## src/rtl/alarm_clock_pkg.sv

```systemverilog
// Shared types and constants for the multi-slot alarm controller.
package alarm_clock_pkg;

  typedef enum logic [1:0] {
    ST_IDLE    = 2'd0,
    ST_RINGING = 2'd1,
    ST_SNOOZED = 2'd2
  } alarm_state_t;

  typedef struct packed {
    logic [3:0] ms_hr;
    logic [3:0] ls_hr;
    logic [3:0] ms_min;
    logic [3:0] ls_min;
  } bcd_time_t;

  localparam bcd_time_t TIME_ZERO = '0;

  function automatic bcd_time_t pack_time(input logic [3:0] ms_hr, input logic [3:0] ls_hr,
                                          input logic [3:0] ms_min, input logic [3:0] ls_min);
    bcd_time_t t;
    t.ms_hr  = ms_hr;
    t.ls_hr  = ls_hr;
    t.ms_min = ms_min;
    t.ls_min = ls_min;
    return t;
  endfunction

endpackage

```

## src/rtl/alarm_match.sv

```systemverilog
// Combinational compare of every enabled alarm slot against the current time;
// the lowest-numbered matching slot is reported.
module alarm_match
  import alarm_clock_pkg::*;
#(
  parameter int NUM_ALARMS = 4,
  parameter int IDX_W      = 2
) (
  input  bcd_time_t [NUM_ALARMS-1:0] slots,
  input  logic      [NUM_ALARMS-1:0] enables,
  input  bcd_time_t                  cur_time,
  output logic                       match_any,
  output logic      [IDX_W-1:0]      match_idx
);

  // Scan from the top down so the lowest matching index is the last one written.
  always_comb begin
    match_any = 1'b0;
    match_idx = '0;
    for (int i = NUM_ALARMS - 1; i >= 0; i--) begin
      if (enables[i] && (slots[i] == cur_time)) begin
        match_any = 1'b1;
        match_idx = IDX_W'(i);
      end
    end
  end

endmodule

```

## src/rtl/multi_alarm_ctrl.sv

```systemverilog
// Multi-slot alarm controller: slot storage, time-change detection and ring/snooze FSM.
// Optional feature macro ALARM_SNOOZE_LIMIT_EN caps snoozes per ring event at MAX_SNOOZES.
module multi_alarm_ctrl #(
  parameter int NUM_ALARMS     = 4,
  parameter int RING_MINUTES   = 5,
  parameter int SNOOZE_MINUTES = 9,
  parameter int MAX_SNOOZES    = 3,
  localparam int IDX_W = (NUM_ALARMS > 1) ? $clog2(NUM_ALARMS) : 1
) (
  input  logic                  clock,
  input  logic                  reset,
  input  logic                  one_minute,
  input  logic [3:0]            current_time_ms_hr,
  input  logic [3:0]            current_time_ls_hr,
  input  logic [3:0]            current_time_ms_min,
  input  logic [3:0]            current_time_ls_min,
  input  logic [3:0]            new_alarm_ms_hr,
  input  logic [3:0]            new_alarm_ls_hr,
  input  logic [3:0]            new_alarm_ms_min,
  input  logic [3:0]            new_alarm_ls_min,
  input  logic                  load_new_alarm,
  input  logic                  alarm_disable,
  input  logic [IDX_W-1:0]      alarm_sel,
  input  logic                  snooze_button,
  input  logic                  stop_button,
  output logic [3:0]            alarm_time_ms_hr,
  output logic [3:0]            alarm_time_ls_hr,
  output logic [3:0]            alarm_time_ms_min,
  output logic [3:0]            alarm_time_ls_min,
  output logic [NUM_ALARMS-1:0] alarm_enabled,
  output logic                  alarm_sound,
  output logic [IDX_W-1:0]      active_alarm
);
  import alarm_clock_pkg::*;

  localparam int RC_W = (RING_MINUTES > 1) ? $clog2(RING_MINUTES) : 1;
  localparam int ST_W = $clog2(SNOOZE_MINUTES + 1);
  localparam logic [RC_W-1:0] RING_LAST   = RC_W'((RING_MINUTES > 0) ? RING_MINUTES - 1 : 0);
  localparam logic [ST_W-1:0] SNOOZE_LOAD = ST_W'(SNOOZE_MINUTES);

  bcd_time_t [NUM_ALARMS-1:0] slots;
  logic      [NUM_ALARMS-1:0] enables;
  bcd_time_t                  prev_time;
  bcd_time_t                  current_time;
  bcd_time_t                  new_alarm;
  bcd_time_t                  readback;
  alarm_state_t               state;
  logic [RC_W-1:0]            ring_cnt;
  logic [ST_W-1:0]            snooze_tmr;
  logic                       sel_valid;
  logic                       time_changed;
  logic                       match_any;
  logic [IDX_W-1:0]           match_idx;
  logic                       hit;
  logic                       end_event;
  logic                       snooze_ok;

  assign current_time = pack_time(current_time_ms_hr, current_time_ls_hr,
                                  current_time_ms_min, current_time_ls_min);
  assign new_alarm    = pack_time(new_alarm_ms_hr, new_alarm_ls_hr,
                                  new_alarm_ms_min, new_alarm_ls_min);
  assign sel_valid    = int'(alarm_sel) < NUM_ALARMS;

  // Load has priority over disable; an out-of-range selector touches nothing.
  always_ff @(posedge clock) begin
    if (reset) begin
      slots   <= '0;
      enables <= '0;
    end else if (sel_valid) begin
      if (load_new_alarm) begin
        slots[alarm_sel]   <= new_alarm;
        enables[alarm_sel] <= 1'b1;
      end else if (alarm_disable) begin
        enables[alarm_sel] <= 1'b0;
      end
    end
  end

  always_ff @(posedge clock) begin
    if (reset) prev_time <= TIME_ZERO;
    else       prev_time <= current_time;
  end

  assign readback          = sel_valid ? slots[alarm_sel] : TIME_ZERO;
  assign alarm_time_ms_hr  = readback.ms_hr;
  assign alarm_time_ls_hr  = readback.ls_hr;
  assign alarm_time_ms_min = readback.ms_min;
  assign alarm_time_ls_min = readback.ls_min;
  assign alarm_enabled     = enables;

  alarm_match #(
    .NUM_ALARMS(NUM_ALARMS),
    .IDX_W     (IDX_W)
  ) u_match (
    .slots    (slots),
    .enables  (enables),
    .cur_time (current_time),
    .match_any(match_any),
    .match_idx(match_idx)
  );

  // A matching slot only fires on the cycle the time actually moves.
  assign time_changed = current_time != prev_time;
  assign hit          = time_changed & match_any;
  assign end_event    = stop_button |
                        (alarm_disable & ~load_new_alarm & sel_valid & (alarm_sel == active_alarm));

`ifdef ALARM_SNOOZE_LIMIT_EN
  localparam int SC_W = (MAX_SNOOZES > 0) ? $clog2(MAX_SNOOZES + 1) : 1;
  logic [SC_W-1:0] snooze_cnt;
  assign snooze_ok = snooze_cnt != SC_W'(MAX_SNOOZES);

  always_ff @(posedge clock) begin
    if (reset) begin
      snooze_cnt <= '0;
    end else if ((state == ST_IDLE && !stop_button && hit) ||
                 (state == ST_SNOOZED && !end_event && hit)) begin
      snooze_cnt <= '0;
    end else if (state == ST_RINGING && !end_event && snooze_button && snooze_ok) begin
      snooze_cnt <= snooze_cnt + 1'b1;
    end
  end
`else
  assign snooze_ok = 1'b1;
`endif

  // Ring/snooze FSM; event priority is stop > hit > snooze > timeout.
  always_ff @(posedge clock) begin
    if (reset) begin
      state        <= ST_IDLE;
      alarm_sound  <= 1'b0;
      active_alarm <= '0;
      ring_cnt     <= '0;
      snooze_tmr   <= '0;
    end else begin
      case (state)
        ST_IDLE: begin
          if (!stop_button && hit) begin
            state        <= ST_RINGING;
            alarm_sound  <= 1'b1;
            active_alarm <= match_idx;
            ring_cnt     <= '0;
          end
        end
        ST_RINGING: begin
          if (end_event) begin
            state       <= ST_IDLE;
            alarm_sound <= 1'b0;
          end else if (snooze_button && snooze_ok) begin
            state       <= ST_SNOOZED;
            alarm_sound <= 1'b0;
            snooze_tmr  <= SNOOZE_LOAD;
          end else if (one_minute) begin
            if (RING_MINUTES > 0 && ring_cnt == RING_LAST) begin
              state       <= ST_IDLE;
              alarm_sound <= 1'b0;
            end else begin
              ring_cnt <= ring_cnt + 1'b1;
            end
          end
        end
        ST_SNOOZED: begin
          if (end_event) begin
            state       <= ST_IDLE;
            alarm_sound <= 1'b0;
          end else if (hit) begin
            state        <= ST_RINGING;
            alarm_sound  <= 1'b1;
            active_alarm <= match_idx;
            ring_cnt     <= '0;
          end else if (one_minute) begin
            if (snooze_tmr == ST_W'(1)) begin
              state       <= ST_RINGING;
              alarm_sound <= 1'b1;
              ring_cnt    <= '0;
            end else begin
              snooze_tmr <= snooze_tmr - 1'b1;
            end
          end
        end
        default: begin
          state       <= ST_IDLE;
          alarm_sound <= 1'b0;
        end
      endcase
    end
  end

endmodule

```

## config.mk

```make
export PLATFORM = sky130hd
export DESIGN_NAME = multi_alarm_ctrl
export DESIGN_NICKNAME = d
export VERILOG_FILES = /design/src/rtl/alarm_clock_pkg.sv /design/src/rtl/alarm_match.sv /design/src/rtl/multi_alarm_ctrl.sv
export SDC_FILE = /design/constraint.sdc
export NUM_CORES = 1
export LEC_CHECK = 0
export CORE_ASPECT_RATIO = 0.9
export CORE_MARGIN = 2
export CORE_UTILIZATION = 50
export CTS_BUF_LIST = sky130_fd_sc_hd__clkbuf_16
export CTS_CLUSTER_DIAMETER = 80
export DETAILED_ROUTE_END_ITERATION = 10
export PLACE_DENSITY = 0.73
export REMOVE_ABC_BUFFERS = 1
export SLEW_MARGIN = 25
export SYNTH_ARGS = -nofsm -noshare
export SYNTH_HDL_FRONTEND = slang
export SYNTH_HIERARCHICAL = 1
export SYNTH_SLANG_ARGS = --single-unit
```

## constraint.sdc

```tcl
create_clock -name clock -period 6.65 [get_ports clock]
set_input_delay 1.33 -clock clock [delete_from_list [all_inputs] [get_ports clock]]
set_output_delay 1.33 -clock clock [all_outputs]
set_load 0.02 [all_outputs]
```

==> results of run 1 <==
cell type report:
type	count	area [sq um]	area share [%]
Clock buffer	9	225.2	3.827
Clock inverter	7	38.79	0.6592
Inverter	8	30.03	0.5103
Multi-Input combinational cell	421	2833	48.14
Sequential cell	96	1922	32.66
Tap cell	126	157.7	2.679
Timing Repair Buffer	70	678.2	11.52
through the flow:
| step | util (%) | instance area (sq um) | power (mW) | setup WS (ns) | cells |
|---|---|---|---|---|---|
| 6_report | 61.48 | 5884 | 1.254 | 1.566 | 737 |
| 3_5_place_dp | 58.60 | 5609 | 0.7976 | 1.542 | 721 |
| 2_1_floorplan | - | 4768 | 0.7044 | 3.444 | 525 |
| 5_1_grt | 61.48 | 5884 | 1.303 | 1.459 | 737 |
| 4_1_cts | 61.36 | 5873 | 1.261 | 1.534 | 737 |
| 3_3_place_gp | 58.60 | 5609 | 0.7943 | 1.554 | 721 |
worst max-delay path: stages:
cell             delay, ns
clkdlybuf4s50_1       0.91
buf_4                 0.40
mux4_2                0.55
clkdlybuf4s50_1       0.55
registers in the layout (all words and copies together) (netlist names), named ones only:
signal / cells
active_alarm: 2
alarm_sound: 1
prev_time: 16
ring_cnt: 3
slots: 64
snooze_tmr: 4
state: 2
routing by layer:
metal	part of all wire [%]	vias up
met5	0	-
met4	1.4	0
met3	7.6	16
met2	48	180
met1	43	2052
li1	-	1992
power by group:
| group | switching, mW | internal, mW |
|---|---|---|
| sequential | 0.0161 | 0.594 |
| clock | 0.217 | 0.250 |
| combinational | 0.0956 | 0.0817 |
| total | 0.329 | 0.925 |
kinds of logic (layout without fill, tap and decap cells):
logic type               after synthesis  count (layout)  share of synthesized area (%)
AO/OA/AOI/OAI                        104             104                          12.92
AND/OR/NAND/NOR                      210             210                          19.86
flip-flops                            96              96                          39.30
adder cells (fa/ha/maj)                4               4                          1.024
buffers and inverters                 35              94                          3.096
XOR/XNOR                              84              84                          15.81
multiplexers                          19              19                          7.984
cells in the final DEF, fill, tap and decap left out, types with 2 or more instances in the layout:
master / n
nand2_1: 135
dfxtp_1: 96
a21oi_1: 76
xnor2_1: 63
clkdlybuf4s50_1: 62
nor2b_1: 18
mux4_2: 16
nand4_1: 16
xor2_1: 16
inv_1: 9
nand3_1: 9
o21ai_0: 9
clkbuf_16: 9
nor2_1: 7
buf_4: 7
nand2b_1: 4
ha_1: 4
nor4_1: 4
nand3b_1: 3
nor3_1: 3
mux2i_1: 3
o211ai_1: 3
clkinv_1: 3
xnor2_2: 3
nor3b_2: 2
xor2_2: 2
a31o_1: 2
o2bb2ai_1: 2
o211a_1: 2
a2bb2oi_1: 2
clkinvlp_4: 2
nor4_2: 2
and2_0: 2
final timing paths:
kind                    endpoint  cells after the start         start
max          alarm_time_ls_hr[1]                      4  alarm_sel[1]
min                     slots[1]                      2      slots[1]
max reg2reg      active_alarm[1]                      9     slots[20]
min reg2reg             slots[1]                      2      slots[1]
==> flow_summary.json, run 1 <==
{
  "status": "finished clean",
  "portBuffers": 63,
  "initialDrtViolationCount": 272,
  "syn_area_sq_um": 4890,
  "die_height_um": 97.82,
  "rsz0062_at_grt": "false",
  "grt_max_degree": 54,
  "io_pins": 64,
  "htree_levels": 3,
  "drc": 0,
  "start_kind": "primary input",
  "drtPass1Iterations": 5,
  "end_kind": "primary output",
  "synthArstFlopShare_pct": 0,
  "fin_crit_ns": 5.084,
  "grtUsageMet3_pct": 5.941,
  "use_met1_pct": 34.78,
  "arrival_ns": 3.75,
  "ir_worst_vdd_v": 0.0001937,
  "numCtsBuffers": 9,
  "antenna_cells": 0,
  "core-area_sq_um": 9572,
  "die_w_um": 108.2,
  "critPathKind": "in2out",
  "power.density_nw_per_um2": 213.1,
  "drv_cap": 0,
  "fill_cells": 828,
  "worst_skew_pair.late_latency_ns": 0.34,
  "timing.hold.ws_ns": 0.4854,
  "finalHoldViolCount": 0,
  "timing.final.max_slew_violations": 0,
  "num_rows": 34,
  "cts_tree": "yes",
  "finClkSkew_ns": 0.01212,
  "grt_pass1_vias": 4086,
  "overflow": 0,
  "clock.fmax_ghz": 0.1967,
  "cp.required_ns": 5.32,
  "synthFlopType": "dfxtp_1",
  "synth_top_cell_by_area": "dfxtp_1",
  "area_growth_pct": 20.34,
  "routabilityCongestion": 0.8498,
  "final_antenna_net_count": 0,
  "synth_warnings": 6,
  "dp_hpwl_mm": 9.325,
  "cts.reportedPaths.clkPinSlew_ns": 0.07,
  "synth_area_leaders": "dfxtp_1 39%, xnor2_1 11%, nand2_1 10%",
  "wl_per_cell_um": 17.87,
  "leakage_nw": 1.956,
  "routed-via-count": 4240,
  "hold_class": "reg2reg",
  "synthTopCellsByCount": "135 x nand2_1, 96 x dfxtp_1, 76 x a21oi_1",
  "setup_violations": 0,
  "yosysMostFrequentCell": "nand2_1",
  "antenna_found_initial": 0,
  "relSlewSlack_pct": 31.85,
  "viasPerCell": 5.753,
  "grt_usage_pct": 25.92,
  "reg2reg_setup_slack_ns": 4.10,
  "drive_gt1_share_pct": 8.183,
  "cts_hold_buf": 0,
  "avgSynthCellArea_sq_um": 8.858,
  "synth_edf_count": 0,
  "start_util_pct": 51.08,
  "grt_pass1_wl_mm": 21.13,
  "cts-resized-gates": 0,
  "cp_max_fo": 15,
  "worst_pin_slew_ns": 1.019,
  "grt.busiest_layer": "met2",
  "synthCells": 552,
  "final.setup.tns_ns": 0,
  "die_area_sq_um": 10590,
  "synth-seq-cells": 96,
  "grt_use_met2_pct": 42.43,
  "ys_seq_area_share_pct": 39.30,
  "nNetsFinal": 651,
  "clk_path_buf_depth": 2,
  "cts_root_buf": "clkbuf_16",
  "synth_cell_type_count": 46,
  "min_period_over_period_pct": 76.45,
  "cts_sinks": 96,
  "wl_mm": 13.17,
  "cts_setup_buffers": 0,
  "synth_top_area_share_pct": 39.30
}
Power figures use the tool's default switching activity.
==> run 2: changes to the inputs <==
- clock period: 6.65 -> 5.3 ns (I/O delays scaled with it)
==> flow_summary.json, run 2 (same netlist as run 1, synthesis figures left out) <==
{
  "finalCoreUtilization_pct": 61.79,
  "mostFrequentLayoutCells": "135 x nand2_1, 96 x dfxtp_1, 76 x a21oi_1, 63 x xnor2_1, 62 x clkdlybuf4s50_1",
  "antenna_found_initial": 0,
  "start_util_pct": 51.08,
  "core-area_sq_um": 9572,
  "overflow": 0,
  "slowest_delay_ns": 0.98,
  "largest_reg_flops": 64,
  "initialDrtViolationCount": 297,
  "area_growth_pct": 20.96,
  "num_rows": 34,
  "nNetsFinal": 652,
  "grt_max_degree": 57,
  "min_period_over_period_pct": 81.45,
  "drtPass1Iterations": 5,
  "dp_hpwl_mm": 9.602,
  "fill_cells": 826,
  "cts_root_buf": "clkbuf_16",
  "cp_max_fo": 12,
  "finClkSkew_ns": 0.007165,
  "dp_slack_ns": 0.9923,
  "largest-register": "slots",
  "portBuffers": 63,
  "final.setup.tns_ns": 0,
  "end_kind": "primary output",
  "worst_skew_pair.late_latency_ns": 0.35,
  "setup_violations": 0,
  "grt_usage_pct": 27.42,
  "final_antenna_net_count": 0,
  "clock.fmax_ghz": 0.2317,
  "status": "finished clean",
  "critPathMostFrequentCell": "clkdlybuf4s50_1",
  "numCtsBuffers": 9,
  "drv_cap": 0,
  "antenna_cells": 0,
  "rsz0062_at_grt": "false",
  "power.density_nw_per_um2": 274.4,
  "cp.required_ns": 4.24,
  "finalHoldViolCount": 0,
  "layout_commonest_cell": "nand2_1",
  "worst_pin_slew_ns": 1.029,
  "grt_pass1_wl_mm": 22.23,
  "clk_path_buf_depth": 2,
  "cts.reportedPaths.clkPinSlew_ns": 0.07,
  "drc": 0,
  "fin_crit_ns": 4.317,
  "die_height_um": 97.82,
  "timing.final.max_slew_violations": 0,
  "cts_hold_buf": 0,
  "io_pins": 64,
  "cts-resized-gates": 0,
  "cts_sinks": 96,
  "start_kind": "primary input",
  "routed-via-count": 4260,
  "routabilityCongestion": 0.8274,
  "wl_mm": 13.73,
  "viasPerCell": 5.772,
  "cts_tree": "yes",
  "critPathKind": "in2out",
  "die_area_sq_um": 10590,
  "drive_gt1_share_pct": 8.987,
  "grt_pass1_vias": 4296,
  "cp_cell_sequence": "clkdlybuf4s50_1 > buf_4 > mux4_2 > clkdlybuf4s50_1",
  "slowest_stage": "clkdlybuf4s50_1",
  "timing.hold.ws_ns": 0.4840,
  "leakage_nw": 1.970,
  "ir_worst_vdd_v": 0.0001762,
  "arrival_ns": 3.26,
  "die_w_um": 108.2,
  "relSlewSlack_pct": 31.17,
  "setup_ws_ns": 0.9832,
  "wl_per_cell_um": 18.60,
  "htree_levels": 3,
  "reg_top3": "slots x64, prev_time x16, snooze_tmr x4",
  "hold_class": "reg2reg",
  "cts_setup_buffers": 0
}
run 2: changes by cell type in the layout (fill, tap and decap cells not counted):
cell	change
clkinv_1	-3
buf_4	+1
inv_6	+2
inv_1	-1
inv_8	+1
clkinv_4	+1
run 2: critical path: cells and delay by family:
kind	cells	cell delay (ns)
buffers and inverters	3	1.86
multiplexers	1	0.33
run 2: stage by stage:
step,total power [mW],instance area [sq um],cells
finish,1.623,5914,738
global route,1.685,5914,738
CTS,1.630,5903,738
detailed placement,1.003,5617,722
global placement,0.9974,5617,722
floorplan,0.8838,4768,525
run 2: layer usage:
layer / GRT usage [%] / share of wire, %
met5: 0 / 0
met4: 9.073 / 1.9
met3: 7.009 / 7.7
met2: 44.12 / 48
met1: 36.09 / 42
run 2: path summary, 6_finish.rpt:
| check | startpoint | endpoint | cells past startpoint | slack (ns) |
|---|---|---|---|---|
| max | alarm_sel[0] | alarm_time_ms_min[1] | 4 | 0.98 |
| min | slots[21] | slots[21] | 2 | 0.48 |
| max reg2reg | slots[20] | active_alarm[1] | 9 | 2.70 |
| min reg2reg | slots[21] | slots[21] | 2 | 0.48 |
run 2: cell type report:
type / count / area (sq um) / area share [%]
Inverter: 8 / 30.03 / 0.5077
Clock inverter: 7 / 61.31 / 1.037
Multi-Input combinational cell: 421 / 2833 / 47.90
Timing Repair Buffer: 71 / 685.7 / 11.59
Tap cell: 126 / 157.7 / 2.666
Clock buffer: 9 / 225.2 / 3.808
Sequential cell: 96 / 1922 / 32.49
run 2: report_power, final:
part / switching, mW / total [mW] / internal [mW]
Clock: 0.305 / 0.633 / 0.328
Combinational: 0.121 / 0.224 / 0.103
Sequential: 0.0206 / 0.766 / 0.745
Total: 0.447 / 1.62 / 1.18
==> run 3: changes to the inputs <==
- PLACE_DENSITY: 0.73 -> 0.76
- clock period: 5.3 -> 3.7 ns (I/O delays scaled with it)
==> flow_summary.json, run 3 (same netlist as run 1, synthesis figures left out) <==
{
  "start_util_pct": 51.08,
  "largest_reg_flops": 64,
  "cp_max_fo": 24,
  "power.switching_mw": 0.6101,
  "fin_crit_ns": 3.349,
  "worst_pin_slew_ns": 0.9784,
  "dp_hpwl_mm": 9.498,
  "cts_setup_buffers": 0,
  "overflow": 0,
  "htree_levels": 3,
  "clk_path_buf_depth": 2,
  "routabilityCongestion": 0.9348,
  "r2r_end": "active_alarm[0]",
  "p_comb_share_pct": 14.4,
  "layout_commonest_cell": "nand2_1",
  "wl_mm": 13.32,
  "finalHoldViolCount": 0,
  "nNetsFinal": 656,
  "die_area_sq_um": 10590,
  "hold_end": "slots[34]",
  "reg2reg_setup_slack_ns": 1.15,
  "seqPwrFrac_pct": 47.9,
  "drive_gt1_share_pct": 9.416,
  "drc": 0,
  "viasPerCell": 5.729,
  "antenna_cells": 0,
  "power.density_nw_per_um2": 384.5,
  "end_kind": "primary output",
  "ir_worst_vdd_v": 0.0002172,
  "grt_pass1_vias": 4121,
  "wl_per_cell_um": 17.94,
  "start_kind": "primary input",
  "numCtsBuffers": 9,
  "finClkSkew_ns": 0.007552,
  "min_period_over_period_pct": 90.53,
  "initialDrtViolationCount": 381,
  "final.setup.tns_ns": 0,
  "r2r-start": "slots[20]",
  "dpl_cell_area_sq_um": 5672,
  "cts_root_buf": "clkbuf_16",
  "intPower_mw": 1.676,
  "grt_pass1_wl_mm": 21.37,
  "power.share.clock_pct": 37.6,
  "grt_usage_pct": 26.14,
  "hold_class": "reg2reg",
  "worst_skew_pair.late_latency_ns": 0.34,
  "sw_frac_of_total_pct": 26.69,
  "cts_hold_buf": 0,
  "routed-via-count": 4251,
  "cts.reportedPaths.clkPinSlew_ns": 0.07,
  "mostFrequentLayoutCells": "135 x nand2_1, 96 x dfxtp_1, 76 x a21oi_1, 63 x xnor2_1, 62 x clkdlybuf4s50_1",
  "status": "finished clean",
  "cts_tree": "yes",
  "leakage_nw": 2.000,
  "grt_max_degree": 29,
  "rsz0062_at_grt": "false",
  "cts-resized-gates": 0,
  "clock.fmax_ghz": 0.2986,
  "cp.required_ns": 2.96,
  "reg_top3": "slots x64, prev_time x16, snooze_tmr x4",
  "die_w_um": 108.2,
  "drtPass1Iterations": 5,
  "setup_violations": 0,
  "holdCritStartpoint": "slots[34]",
  "antenna_found_initial": 0,
  "die_height_um": 97.82,
  "core-area_sq_um": 9572,
  "critPathKind": "in2out",
  "r2r_cells": 9,
  "largest-register": "slots",
  "final_antenna_net_count": 0,
  "relSlewSlack_pct": 34.06,
  "portBuffers": 63,
  "io_pins": 64,
  "hold_depth": 2,
  "cts_sinks": 96,
  "num_rows": 34,
  "drv_cap": 0,
  "timing.final.max_slew_violations": 0,
  "area_growth_pct": 21.57,
  "arrival_ns": 2.61,
  "design_area_sq_um": 5944
}
-- run 3: metal layers --
| layer | vias up | global-route usage (%) | wire (um) |
|---|---|---|---|
| met5 | - | 0 | 0 |
| met4 | 0 | 7.988 | 299 |
| met3 | 31 | 5.541 | 1174 |
| met2 | 222 | 41.90 | 6261 |
| met1 | 1991 | 35.57 | 5579 |
| li1 | 2007 | - | - |
-- run 3: worst max path at each step --
stage | cells after the start | from | slack (ns) | to
finish | 4 | alarm_sel[1] | 0.35 | alarm_time_ms_min[2]
global route | 10 | current_time_ms_hr[3] | 0.26 | state[0]
CTS | 4 | alarm_sel[1] | 0.35 | alarm_time_ms_min[2]
detailed placement | 10 | current_time_ms_hr[3] | 0.13 | active_alarm[0]
global placement | 10 | current_time_ms_hr[3] | 0.23 | active_alarm[0]
floorplan | 9 | current_time_ms_min[1] | 1.22 | active_alarm[0]
-- run 3: worst max-delay path, stage by stage --
cell and delay (ns):
clkdlybuf4s50_1 0.50, buf_12 0.21, mux4_2 0.56, clkdlybuf4s50_1 0.57
-- run 3: metrics by stage --
stage	power (mW)	utilization [%]	hold slack [ns]	cells	setup WS, ns
after floorplan	1.266	-	0.4516	525	1.218
after global placement	1.437	59.25	0.4687	726	0.2272
after detailed placement	1.443	59.25	0.4775	726	0.1260
after CTS	2.299	62.10	0.4865	742	0.3510
after global routing	2.373	62.10	0.5105	742	0.2597
final	2.286	62.10	0.4825	742	0.3505
-- run 3: power by group through the flow --
stage | clock, mW | combinational, mW | sequential [mW]
after floorplan | 0 | 0.152 | 1.11
after global placement | 0 | 0.321 | 1.12
after detailed placement | 0 | 0.324 | 1.12
after CTS | 0.877 | 0.327 | 1.10
after global routing | 0.921 | 0.352 | 1.10
final | 0.860 | 0.330 | 1.10
-- run 3: layout make-up --
type / instances / area (sq um)
Clock buffer: 9 / 225.2
Clock inverter: 7 / 47.55
Fill cell: 826 / 3627
Inverter: 8 / 30.03
Multi-Input combinational cell: 421 / 2821
Sequential cell: 96 / 1922
Tap cell: 126 / 157.7
Timing Repair Buffer: 75 / 740.7
